File: config.mk
export PLATFORM = sky130hd
export DESIGN_NAME = serial_addsub
export DESIGN_NICKNAME = d
export VERILOG_FILES = /design/src/rtl/addsub_pkg.sv /design/src/rtl/full_adder_bit.sv /design/src/rtl/serial_addsub.sv
export SDC_FILE = /design/constraint.sdc
export NUM_CORES = 1
export LEC_CHECK = 0
export ABC_AREA = 1
export CAP_MARGIN = 20
export CORE_MARGIN = 3
export CORE_UTILIZATION = 45
export CTS_BUF_LIST = sky130_fd_sc_hd__clkbuf_8
export DETAILED_ROUTE_END_ITERATION = 6
export DONT_BUFFER_PORTS = 1
export GPL_TIMING_DRIVEN = 0
export PLACE_DENSITY = 0.64
export RECOVER_POWER = 100
export SLEW_MARGIN = 20
export SYNTH_ARGS = -nofsm -noshare
export SYNTH_HDL_FRONTEND = slang
export SYNTH_SLANG_ARGS = --single-unit
File: constraint.sdc
create_clock -name clk -period 1.7 [get_ports clk]
set_input_delay 0.17 -clock clk [delete_from_list [all_inputs] [get_ports clk]]
set_output_delay 0.17 -clock clk [all_outputs]
set_load 0.02 [all_outputs]
File: src/rtl/addsub_pkg.sv
// addsub_pkg: shared state encoding and default width for the adder-subtractor datapath
package addsub_pkg;
  localparam int DEFAULT_WIDTH = 4;
  typedef enum logic [1:0] {
    S_IDLE  = 2'd0,
    S_SHIFT = 2'd1,
    S_DONE  = 2'd2
  } state_t;
endpackage

File: src/rtl/full_adder_bit.sv
// full_adder_bit: single-bit full adder cell (a, b, cin -> s, cout)
module full_adder_bit (
  input  logic a,
  input  logic b,
  input  logic cin,
  output logic s,
  output logic cout
);
  assign s    = a ^ b ^ cin;
  assign cout = (a & b) | (a & cin) | (b & cin);
endmodule

File: src/rtl/serial_addsub.sv
// serial_addsub: bit-serial LSB-first add/sub, start/busy/done handshake; ports clk, rst_n, start, sub, a, b -> busy, done, result, cout, overflow
module serial_addsub
  import addsub_pkg::*;
#(
  parameter int WIDTH = DEFAULT_WIDTH,
  parameter int CNT_W = $clog2(WIDTH) + 1
) (
  input  logic             clk,
  input  logic             rst_n,
  input  logic             start,
  input  logic             sub,
  input  logic [WIDTH-1:0] a,
  input  logic [WIDTH-1:0] b,
  output logic             busy,
  output logic             done,
  output logic [WIDTH-1:0] result,
  output logic             cout,
  output logic             overflow
);
  state_t             state_q;
  logic [WIDTH-1:0]   opa_q, opb_q, res_q, res_d, result_q;
  logic [CNT_W-1:0]   cnt_q;
  logic               carry_q, busy_q, done_q, cout_q, ovf_q;
  logic               s, c, accept, last;
  full_adder_bit u_fa (
    .a   (opa_q[0]),
    .b   (opb_q[0]),
    .cin (carry_q),
    .s   (s),
    .cout(c)
  );
  assign accept = start && (state_q != S_SHIFT);
  assign last   = cnt_q == CNT_W'(WIDTH - 1);
  assign res_d  = {s, res_q[WIDTH-1:1]};
  always_ff @(posedge clk or negedge rst_n) begin
    if (!rst_n) begin
      state_q  <= S_IDLE;
      opa_q    <= '0;
      opb_q    <= '0;
      res_q    <= '0;
      result_q <= '0;
      cnt_q    <= '0;
      carry_q  <= 1'b0;
      busy_q   <= 1'b0;
      done_q   <= 1'b0;
      cout_q   <= 1'b0;
      ovf_q    <= 1'b0;
    end else begin
      done_q <= 1'b0;
      if (accept) begin
        opa_q   <= a;
        opb_q   <= b ^ {WIDTH{sub}};
        carry_q <= sub;
        cnt_q   <= '0;
        busy_q  <= 1'b1;
        state_q <= S_SHIFT;
      end else if (state_q == S_SHIFT) begin
        res_q   <= res_d;
        opa_q   <= opa_q >> 1;
        opb_q   <= opb_q >> 1;
        carry_q <= c;
        cnt_q   <= cnt_q + CNT_W'(1);
        if (last) begin
          // carry_q here is the carry into the MSB, c the carry out of it
          result_q <= res_d;
          cout_q   <= c;
          ovf_q    <= carry_q ^ c;
          busy_q   <= 1'b0;
          done_q   <= 1'b1;
          state_q  <= S_DONE;
        end
      end else if (state_q == S_DONE) begin
        state_q <= S_IDLE;
      end
    end
  end
  assign busy     = busy_q;
  assign done     = done_q;
  assign result   = result_q;
  assign cout     = cout_q;
  assign overflow = ovf_q;
endmodule
==> results of run 1 <==
==> power by group <==
group          leakage (nW)  switching, mW  total [mW]  internal [mW]
logic                 0.312          0.533       0.838          0.306
registers             0.321          0.241        1.08          0.844
clock network        0.0255          0.186       0.350          0.164
total                 0.658          0.960        2.27           1.31
==> worst register-to-register path, delay by kind of cell, from the launching register on <==
family	cells	cell delay, ns
adders and majority gates	2	0.42
DFF	1	0.41
buffers and inverters	1	0.20
and+or+nand+nor	3	0.33
==> timing repair <==
| item | CTS | global route |
|---|---|---|
| setup buffers | 0 | 0 |
| endpoints found under the hold margin | 26 | 0 |
| hold buffers | 3 | 0 |
| gates resized for setup | 0 | 0 |
==> stage by stage <==
step,hold slack [ns],worst slack (ns),instance area (um^2)
2_1_floorplan,-0.126,0.454,1140
3_3_place_gp,-0.125,0.395,1170
3_5_place_dp,-0.125,0.369,1170
4_1_cts,0.00857,0.354,1260
5_1_grt,0.0210,0.131,1240
6_report,0.00853,0.251,1240
==> final cells by class <==
cell class,instances,share of cell area (%)
plain buffers,4,1.91
repair buffers,3,2.62
multi-input cells,87,34.5
well taps,28,2.82
clock buffers,3,3.32
inverters,13,4.03
flip-flops and latches,25,50.4
clock inverters,1,0.403
==> how the worst min path moves through the flow <==
stage / from / to / slack, ns / cells after the start
finish: a[3] / opa_q[3] / 0.009 / 2
global route: a[3] / opa_q[3] / 0.02 / 2
global placement: rst_n / result[2] / -0.12 / 0
floorplan: rst_n / busy / -0.13 / 0
detailed placement: rst_n / result[2] / -0.12 / 0
CTS: a[3] / opa_q[3] / 0.009 / 2
==> kinds of logic (layout without fill, tap and decap cells) <==
family	after synthesis	after routing	share of synthesized area [%]
xor gates and xnor gates	2	2	1.54
AOI/OAI and AO/OA	11	11	5.51
buffers and inverters	17	24	6.72
adders and majority gates	4	4	5.07
and+or+nand+nor	70	70	26.1
DFF	25	25	55.1
==> state kept, by name, indices dropped and copies added, names as in the netlist, 2 cells and up <==
| signal | flops |
|---|---|
| res_q | 3 |
| opa_q | 4 |
| state_q | 2 |
| result | 4 |
| opb_q | 4 |
| cnt_q | 3 |
==> layer usage <==
| layer | part of all wire (%) | global-route usage (%) | up-vias | wire length [um] |
|---|---|---|---|---|
| met1 | 46 | 19.2 | 393 | 995 |
| met4 | 1.9 | 7.12 | 0 | 40 |
| li1 | - | - | 423 | - |
| met5 | 0 | 0 | - | 0 |
| met2 | 46 | 25.5 | 26 | 997 |
| met3 | 5.8 | 3.25 | 5 | 125 |
==> cells in the mapped netlist <==
cell type	instances	area [um^2]
a21oi_1	1	5.00
a21oi_2	1	8.76
buf_2	3	15.0
buf_6	1	11.3
clkinv_2	1	5.00
dfrtp_1	25	626
fa_1	1	20.0
ha_1	3	37.5
inv_1	12	45.0
nand2_1	45	169
nand2_2	2	12.5
nand3_1	21	105
nor2_1	1	3.75
nor2_2	1	6.26
o21ai_0	7	35.0
o22ai_1	1	6.26
o31ai_1	1	7.51
xor2_1	2	17.5
==> flow_metrics.env, run 1 <==
export IMPL_clk_path_buf_depth=2
export IMPL_seq_area_um2=626
export IMPL_numCtsBuffers=3
export IMPL_worst_pin_slew_ns=1.11
export IMPL_first_pass_iters=4
export IMPL_startpoint="cnt_q[0]"
export IMPL_critPathLaunchType="register"
export IMPL_skew_ns=0.00595
export IMPL_leakage_nw=0.658
export IMPL_antenna_left=0
export IMPL_io_buffers=0
export IMPL_powerDensity_mw_per_mm2=1830
export IMPL_die_area_mm2=0.00316
export IMPL_die_h_um=56.2
export IMPL_hold_path_class="in -> reg"
export IMPL_layout_cells_non_filler=164
export IMPL_endpoint_kind="register"
export IMPL_ff2ff_path_depth=6
export IMPL_netlist_instances=129
export IMPL_finalCriticalPeriod_ns=1.45
export IMPL_grt_max_degree=26
export IMPL_drtIter0Drc=39
export IMPL_post_drt_wl_per_cell_um=13.2
export IMPL_syn_nets=145
export IMPL_grt_overflow_total=0
export IMPL_clock_root_buffer="clkbuf_8"
export IMPL_crit_buf_inv=1
export IMPL_drv_slew=0
export IMPL_min_period_over_period_pct=85.3
export IMPL_path_cells="ha_1 > ha_1 > nand2_2 > clkinvlp_2 > nand2_1 > nand2_1"
export IMPL_p_total_mw=2.27
export IMPL_yosysWarnings=0
export IMPL_initial_core_util_pct=49.5
export IMPL_cp_data_arrival_time_ns=1.62
export IMPL_outcome="finished clean"
export IMPL_htree_levels=1
export IMPL_cts_tree="yes"
export IMPL_timing_fmax_mhz=690
export IMPL_multi_input_area_um2=429
export IMPL_grtUsageTotal_pct=15.4
export IMPL_via_per_inst=5.16
export IMPL_insertion_delay_ns=0.27
export IMPL_placed_cells=157
export IMPL_rsz0062_at_grt="no"
export IMPL_critPathTopFamily="adder cells"
export IMPL_syn_area_per_cell_um2=8.81
export IMPL_crit_slowest_cell="dfrtp_1"
export IMPL_drive_above_1_share_pct=6.62
export IMPL_cp_depth=6
export IMPL_final_common_cell="nand2_1"
export IMPL_synthToLayoutAreaGrowth_pct=9.36
export IMPL_fp_row_count=17
export IMPL_nets=153
export IMPL_hpwl_um=1470
export IMPL_clock_sinks=25
export IMPL_final_util_pct=54.1
export IMPL_r2r_setup_slack_ns=0.25
export IMPL_antenna_cells=0
export IMPL_antenna_found_initial=0
export IMPL_slew_headroom_pct=25.7
export IMPL_crit_end="overflow"
export IMPL_finalHoldViolCount=0
export IMPL_path_class="reg -> reg"
export IMPL_ys_ff_latch=25
export IMPL_path_clk_slew_ns=0.09
export IMPL_vias=847
export IMPL_cp_max_fo=10
export IMPL_yosysSeqAreaShare_pct=55.1
export IMPL_fill_cells=223
export IMPL_grt_pass1_wl_um=3860
export IMPL_cp_slowest_stage_delay_ns=0.41
export IMPL_drc=0
export IMPL_fin_setup_tns_ns=0
export IMPL_ir_worst_vdd_mv=1.08
export IMPL_cap_violations=0
export IMPL_core_mm2=0.00230
export IMPL_die_width_um=56.2
export IMPL_required_ns=1.87
export IMPL_grt_pass1_vias=882
export IMPL_r2r_start="cnt_q[0]"
export IMPL_ys_types=18
export IMPL_gp_congestion=0.715
export IMPL_final_cell_mix="nand2_1, dfrtp_1, nand3_1"
export IMPL_setup_viol=0
export IMPL_num_io_pins=20
export IMPL_reg2reg_to="overflow"
export IMPL_syn_area_mm2=0.00114
export IMPL_drt_wl_total_um=2160
Power figures use the tool's default switching activity.
==> run 2, diff against run 1 <==
==> constraint.sdc (replaced) <==
create_clock -name clk -period 1.9 [get_ports clk]
set_input_delay 0.19 -clock clk [delete_from_list [all_inputs] [get_ports clk]]
set_output_delay 0.19 -clock clk [all_outputs]
set_load 0.02 [all_outputs]
==> run 2 against run 1 <==
  * Non-clock buffer count down 1
  * Register-to-register slack gained 0.19 ns
  * Cell area is 0.91% lower
  * Flip-flop and latch count unchanged
  * Cell count is 0.61% lower
  * Critical path depth did not move
==> flow_metrics.env, run 2 (same netlist as run 1, synthesis figures left out) <==
export IMPL_critPathLaunchType="register"
export IMPL_fp_row_count=17
export IMPL_ir_worst_vdd_mv=0.912
export IMPL_vias=843
export IMPL_grt_pass1_vias=882
export IMPL_skew_ns=0.00563
export IMPL_finalCriticalPeriod_ns=1.46
export IMPL_ff2ff_path_depth=6
export IMPL_grt_pass1_wl_um=3830
export IMPL_powerDensity_mw_per_mm2=1630
export IMPL_cap_violations=0
export IMPL_num_io_pins=20
export IMPL_leakage_nw=0.655
export IMPL_drv_slew=0
export IMPL_clk_path_buf_depth=2
export IMPL_nets=152
export IMPL_drt_wl_total_um=2130
export IMPL_grtUsageTotal_pct=15.3
export IMPL_numCtsBuffers=3
export IMPL_path_clk_slew_ns=0.09
export IMPL_r2r_start="cnt_q[0]"
export IMPL_core_mm2=0.00230
export IMPL_clock_root_buffer="clkbuf_8"
export IMPL_outcome="finished clean"
export IMPL_io_buffers=0
export IMPL_timing_fmax_mhz=687
export IMPL_synthToLayoutAreaGrowth_pct=8.37
export IMPL_final_cell_mix="nand2_1, dfrtp_1, nand3_1"
export IMPL_min_to="state_q[1]"
export IMPL_final_common_cell="nand2_1"
export IMPL_cts_resized=0
export IMPL_rsz0062_at_grt="no"
export IMPL_antenna_cells=0
export IMPL_antenna_found_initial=0
export IMPL_stdcell_area_mm2=0.00123
export IMPL_grt_overflow_total=0
export IMPL_hold_path_class="in -> reg"
export IMPL_worst_pin_slew_ns=0.432
export IMPL_setup_viol=0
export IMPL_insertion_delay_ns=0.27
export IMPL_endpoint_kind="register"
export IMPL_die_area_mm2=0.00316
export IMPL_drtIter0Drc=47
export IMPL_drc=0
export IMPL_gp_congestion=0.715
export IMPL_initial_core_util_pct=49.5
export IMPL_reg2reg_to="overflow"
export IMPL_cts_tree="yes"
export IMPL_die_width_um=56.2
export IMPL_fin_setup_tns_ns=0
export IMPL_min_period_over_period_pct=76.6
export IMPL_via_per_inst=5.17
export IMPL_layout_cells_non_filler=163
export IMPL_placed_area_mm2=0.00117
export IMPL_path_class="reg -> reg"
export IMPL_antenna_left=0
export IMPL_r2r_setup_slack_ns=0.44
export IMPL_hpwl_um=1470
export IMPL_finalHoldViolCount=0
export IMPL_required_ns=2.07
export IMPL_slew_headroom_pct=71.2
export IMPL_worstHoldPathCells=1
export IMPL_postCtsSetupBuffers=0
export IMPL_placed_cells=157
export IMPL_hold_slack_ns=0.0108
export IMPL_post_drt_wl_per_cell_um=13.1
export IMPL_die_h_um=56.2
export IMPL_hp_start="start"
export IMPL_clock_sinks=25
export IMPL_first_pass_iters=4
export IMPL_grt_max_degree=26
export IMPL_drive_above_1_share_pct=6.67
export IMPL_hold_buffers=2
export IMPL_cp_data_arrival_time_ns=1.63
export IMPL_cp_max_fo=10
export IMPL_htree_levels=1
## run 2: cell count changes in the layout (fill, tap and decap cells not counted), sizes merged
cell,previous run,this run
dlygate4sd3,2,1
buf,2,3
dlymetal6s2s,1,0
clkinv,1,2
clkinvlp,1,0
## run 2: per-stage QoR
stage	worst slack, ns	power [mW]	utilization [%]
2_1_floorplan	0.654	1.55	-
3_3_place_gp	0.595	1.70	51.0
3_5_place_dp	0.569	1.74	51.0
4_1_cts	0.554	2.08	54.3
5_1_grt	0.275	2.20	53.6
6_report	0.444	2.00	53.6
## run 2: critical path: stages (launching register included)
cell	delay [ns]
dfrtp_1	0.41
ha_1	0.23
ha_1	0.18
nand2_1	0.27
clkinv_2	0.14
nand2_1	0.08
nand2_1	0.05
## run 2: area by class of cell
cell class / instances / area (um^2)
fillers: 222 / 1070
clock inverters: 1 / 5.00
inverters: 13 / 50.0
repair buffers: 2 / 30.0
clock buffers: 3 / 41.3
multi-input cells: 87 / 427
flip-flops and latches: 25 / 626
plain buffers: 4 / 17.5
well taps: 28 / 35.0
## run 2: where the power goes
group / internal, mW / leakage [nW] / total, mW / switching (mW)
registers: 0.755 / 0.321 / 0.971 / 0.216
logic: 0.252 / 0.309 / 0.718 / 0.466
clock network: 0.147 / 0.0255 / 0.314 / 0.167
## run 2: how the worst max path moves through the flow
stage / startpoint / cells past startpoint / slack (ns) / to
2_1_floorplan: carry_q / 4 / 0.65 / overflow
3_3_place_gp: cnt_q[0] / 6 / 0.60 / cout
3_5_place_dp: cnt_q[0] / 6 / 0.57 / cout
4_1_cts: cnt_q[0] / 6 / 0.55 / overflow
5_1_grt: state_q[0] / 6 / 0.28 / state_q[0]
6_report: cnt_q[0] / 6 / 0.44 / overflow
## run 2: per-layer routing
metal  global-route usage [%]  vias to the layer above  wire (um)
met5                        0                        -          0
met4                     7.12                        0         41
met3                     3.25                        5        137
met2                     25.5                       25        985
met1                     18.7                      392        965
li1                         -                      421          -
==> run 3, diff against run 2 <==
--- a/config.mk
+++ b/config.mk
@@ -13,7 +13,7 @@
 export DETAILED_ROUTE_END_ITERATION = 6
 export DONT_BUFFER_PORTS = 1
 export GPL_TIMING_DRIVEN = 0
-export PLACE_DENSITY = 0.64
+export PLACE_DENSITY = 0.66
 export RECOVER_POWER = 100
 export SLEW_MARGIN = 20
 export SYNTH_ARGS = -nofsm -noshare
==> constraint.sdc (replaced) <==
create_clock -name clk -period 1.3 [get_ports clk]
set_input_delay 0.13 -clock clk [delete_from_list [all_inputs] [get_ports clk]]
set_output_delay 0.13 -clock clk [all_outputs]
set_load 0.02 [all_outputs]
==> run 3 against run 2 <==
  * Cell area is 5.2% higher
  * Fmax is 17% higher
  * Cell count is 3.7% higher
  * Critical path type unchanged
  * Largest power group unchanged
==> flow_metrics.env, run 3 (same netlist as run 1, synthesis figures left out) <==
export IMPL_outcome="finished clean"
export IMPL_placed_area_mm2=0.00117
export IMPL_grtUsageTotal_pct=13.3
export IMPL_cp_data_arrival_time_ns=1.41
export IMPL_io_buffers=0
export IMPL_crit_buf_inv=0
export IMPL_r2r_setup_slack_ns=0.06
export IMPL_rsz0062_at_grt="no"
export IMPL_drv_slew=0
export IMPL_endpoint_kind="register"
export IMPL_initial_core_util_pct=49.5
export IMPL_ir_worst_vdd_mv=1.42
export IMPL_slew_headroom_pct=59.8
export IMPL_clock_sinks=25
export IMPL_die_h_um=56.2
export IMPL_antenna_found_initial=0
export IMPL_required_ns=1.46
export IMPL_finalCriticalPeriod_ns=1.24
export IMPL_cp_max_fo=3
export IMPL_clk_path_buf_depth=2
export IMPL_cp_depth=4
export IMPL_final_common_cell="nand2_1"
export IMPL_synthToLayoutAreaGrowth_pct=14.0
export IMPL_final_cell_mix="nand2_1, dfrtp_1, nand3_1"
export IMPL_die_area_mm2=0.00316
export IMPL_critPathTopFamily="flip-flops"
export IMPL_num_io_pins=20
export IMPL_multi_input_area_um2=453
export IMPL_hpwl_um=1370
export IMPL_skew_ns=0.00392
export IMPL_numCtsBuffers=3
export IMPL_fill_cells=212
export IMPL_via_per_inst=4.98
export IMPL_antenna_left=0
export IMPL_setup_viol=0
export IMPL_antenna_cells=0
export IMPL_drtIter0Drc=27
export IMPL_gp_congestion=0.736
export IMPL_grt_pass1_wl_um=3360
export IMPL_crit_top_cell="nand2_1"
export IMPL_cap_violations=0
export IMPL_hold_slack_ns=0.00434
export IMPL_cts_tree="yes"
export IMPL_finalHoldViolCount=0
export IMPL_worst_pin_slew_ns=0.603
export IMPL_path_clk_slew_ns=0.09
export IMPL_p_total_mw=3.08
export IMPL_grt_max_degree=26
export IMPL_worstHoldPathCells=2
export IMPL_vias=842
export IMPL_critPathLaunchType="register"
export IMPL_seq_area_um2=626
export IMPL_first_pass_iters=4
export IMPL_drt_wl_total_um=2080
export IMPL_path_class="reg -> reg"
export IMPL_grt_overflow_total=0
export IMPL_drive_above_1_share_pct=12.1
export IMPL_htree_levels=1
export IMPL_post_drt_wl_per_cell_um=12.3
export IMPL_cp_slowest_stage_delay_ns=0.43
export IMPL_core_mm2=0.00230
export IMPL_insertion_delay_ns=0.27
export IMPL_ff2ff_path_depth=4
export IMPL_drc=0
export IMPL_clock_root_buffer="clkbuf_8"
export IMPL_nets=158
export IMPL_timing_fmax_mhz=804
export IMPL_leakage_nw=0.688
export IMPL_stdcell_area_mm2=0.00129
export IMPL_path_cells="fa_2 > xor2_1 > nand2_1 > nand2_1"
export IMPL_fp_row_count=17
export IMPL_grt_pass1_vias=777
export IMPL_hold_path_class="in -> reg"
export IMPL_powerDensity_mw_per_mm2=2380
export IMPL_crit_slowest_cell="dfrtp_1"
export IMPL_min_period_over_period_pct=95.6
export IMPL_die_width_um=56.2
## run 3: cell types whose count changed in the layout (fill, tap and decap cells not counted), sizes merged
cell / delta
dlygate4sd3: +3
buf: +1
clkbuf: +1
clkinv: -1
inv: +1
nand2: +1
## run 3: layer usage
| layer | vias to the layer above | part of all wire (%) | GRT usage, % |
|---|---|---|---|
| met2 | 23 | 46 | 21.5 |
| met5 | - | 0 | 0 |
| met1 | 384 | 48 | 16.7 |
| met3 | 0 | 6.0 | 6.03 |
| met4 | 0 | 0 | 2.03 |
| li1 | 435 | - | - |
## run 3: area by class of cell
cell class / instances / area share [%]
Sequential cell: 25 / 48.3
Multi-Input combinational cell: 88 / 35.0
Timing Repair Buffer: 7 / 4.64
Inverter: 13 / 3.77
Clock buffer: 3 / 3.19
Tap cell: 28 / 2.71
Buffer: 4 / 2.03
Clock inverter: 1 / 0.386
## run 3: repair_timing
item / in CTS / in global routing
pin swaps: 0 / 1
resized for setup: 2 / 4
hold endpoints to repair: 28 / 0
setup endpoints to repair: 2 / 5
buffers inserted: 0 / 2
hold buffers: 5 / 0
cloned: 0 / 1
## run 3: path summary, 6_finish.rpt
kind | endpoint | start
worst max-delay path | overflow | carry_q
worst min-delay path | busy | start
worst max register to register | overflow | carry_q
worst min register to register | cnt_q[0] | cnt_q[0]
max in group asynchronous | cout | rst_n
min in group asynchronous | state_q[1] | rst_n
## run 3: power by group
| group | leakage, nW | switching (mW) | internal [mW] | total [mW] |
|---|---|---|---|---|
| Combinational | 0.342 | 0.730 | 0.475 | 1.21 |
| Sequential | 0.321 | 0.320 | 1.10 | 1.42 |
| Clock | 0.0255 | 0.238 | 0.214 | 0.452 |
| Total | 0.688 | 1.29 | 1.79 | 3.08 |
## run 3: per-stage QoR
stage / setup slack (ns) / std cells / setup TNS [ns] / util, %
floorplan: 0.0544 / 129 / 0 / -
global placement: 0.000108 / 157 / 0 / 51.0
detailed placement: -0.0180 / 157 / -0.0180 / 51.0
CTS: 0.0134 / 166 / 0 / 55.9
global route: 0.00489 / 169 / 0 / 56.4
finish: 0.0568 / 169 / 0 / 56.4
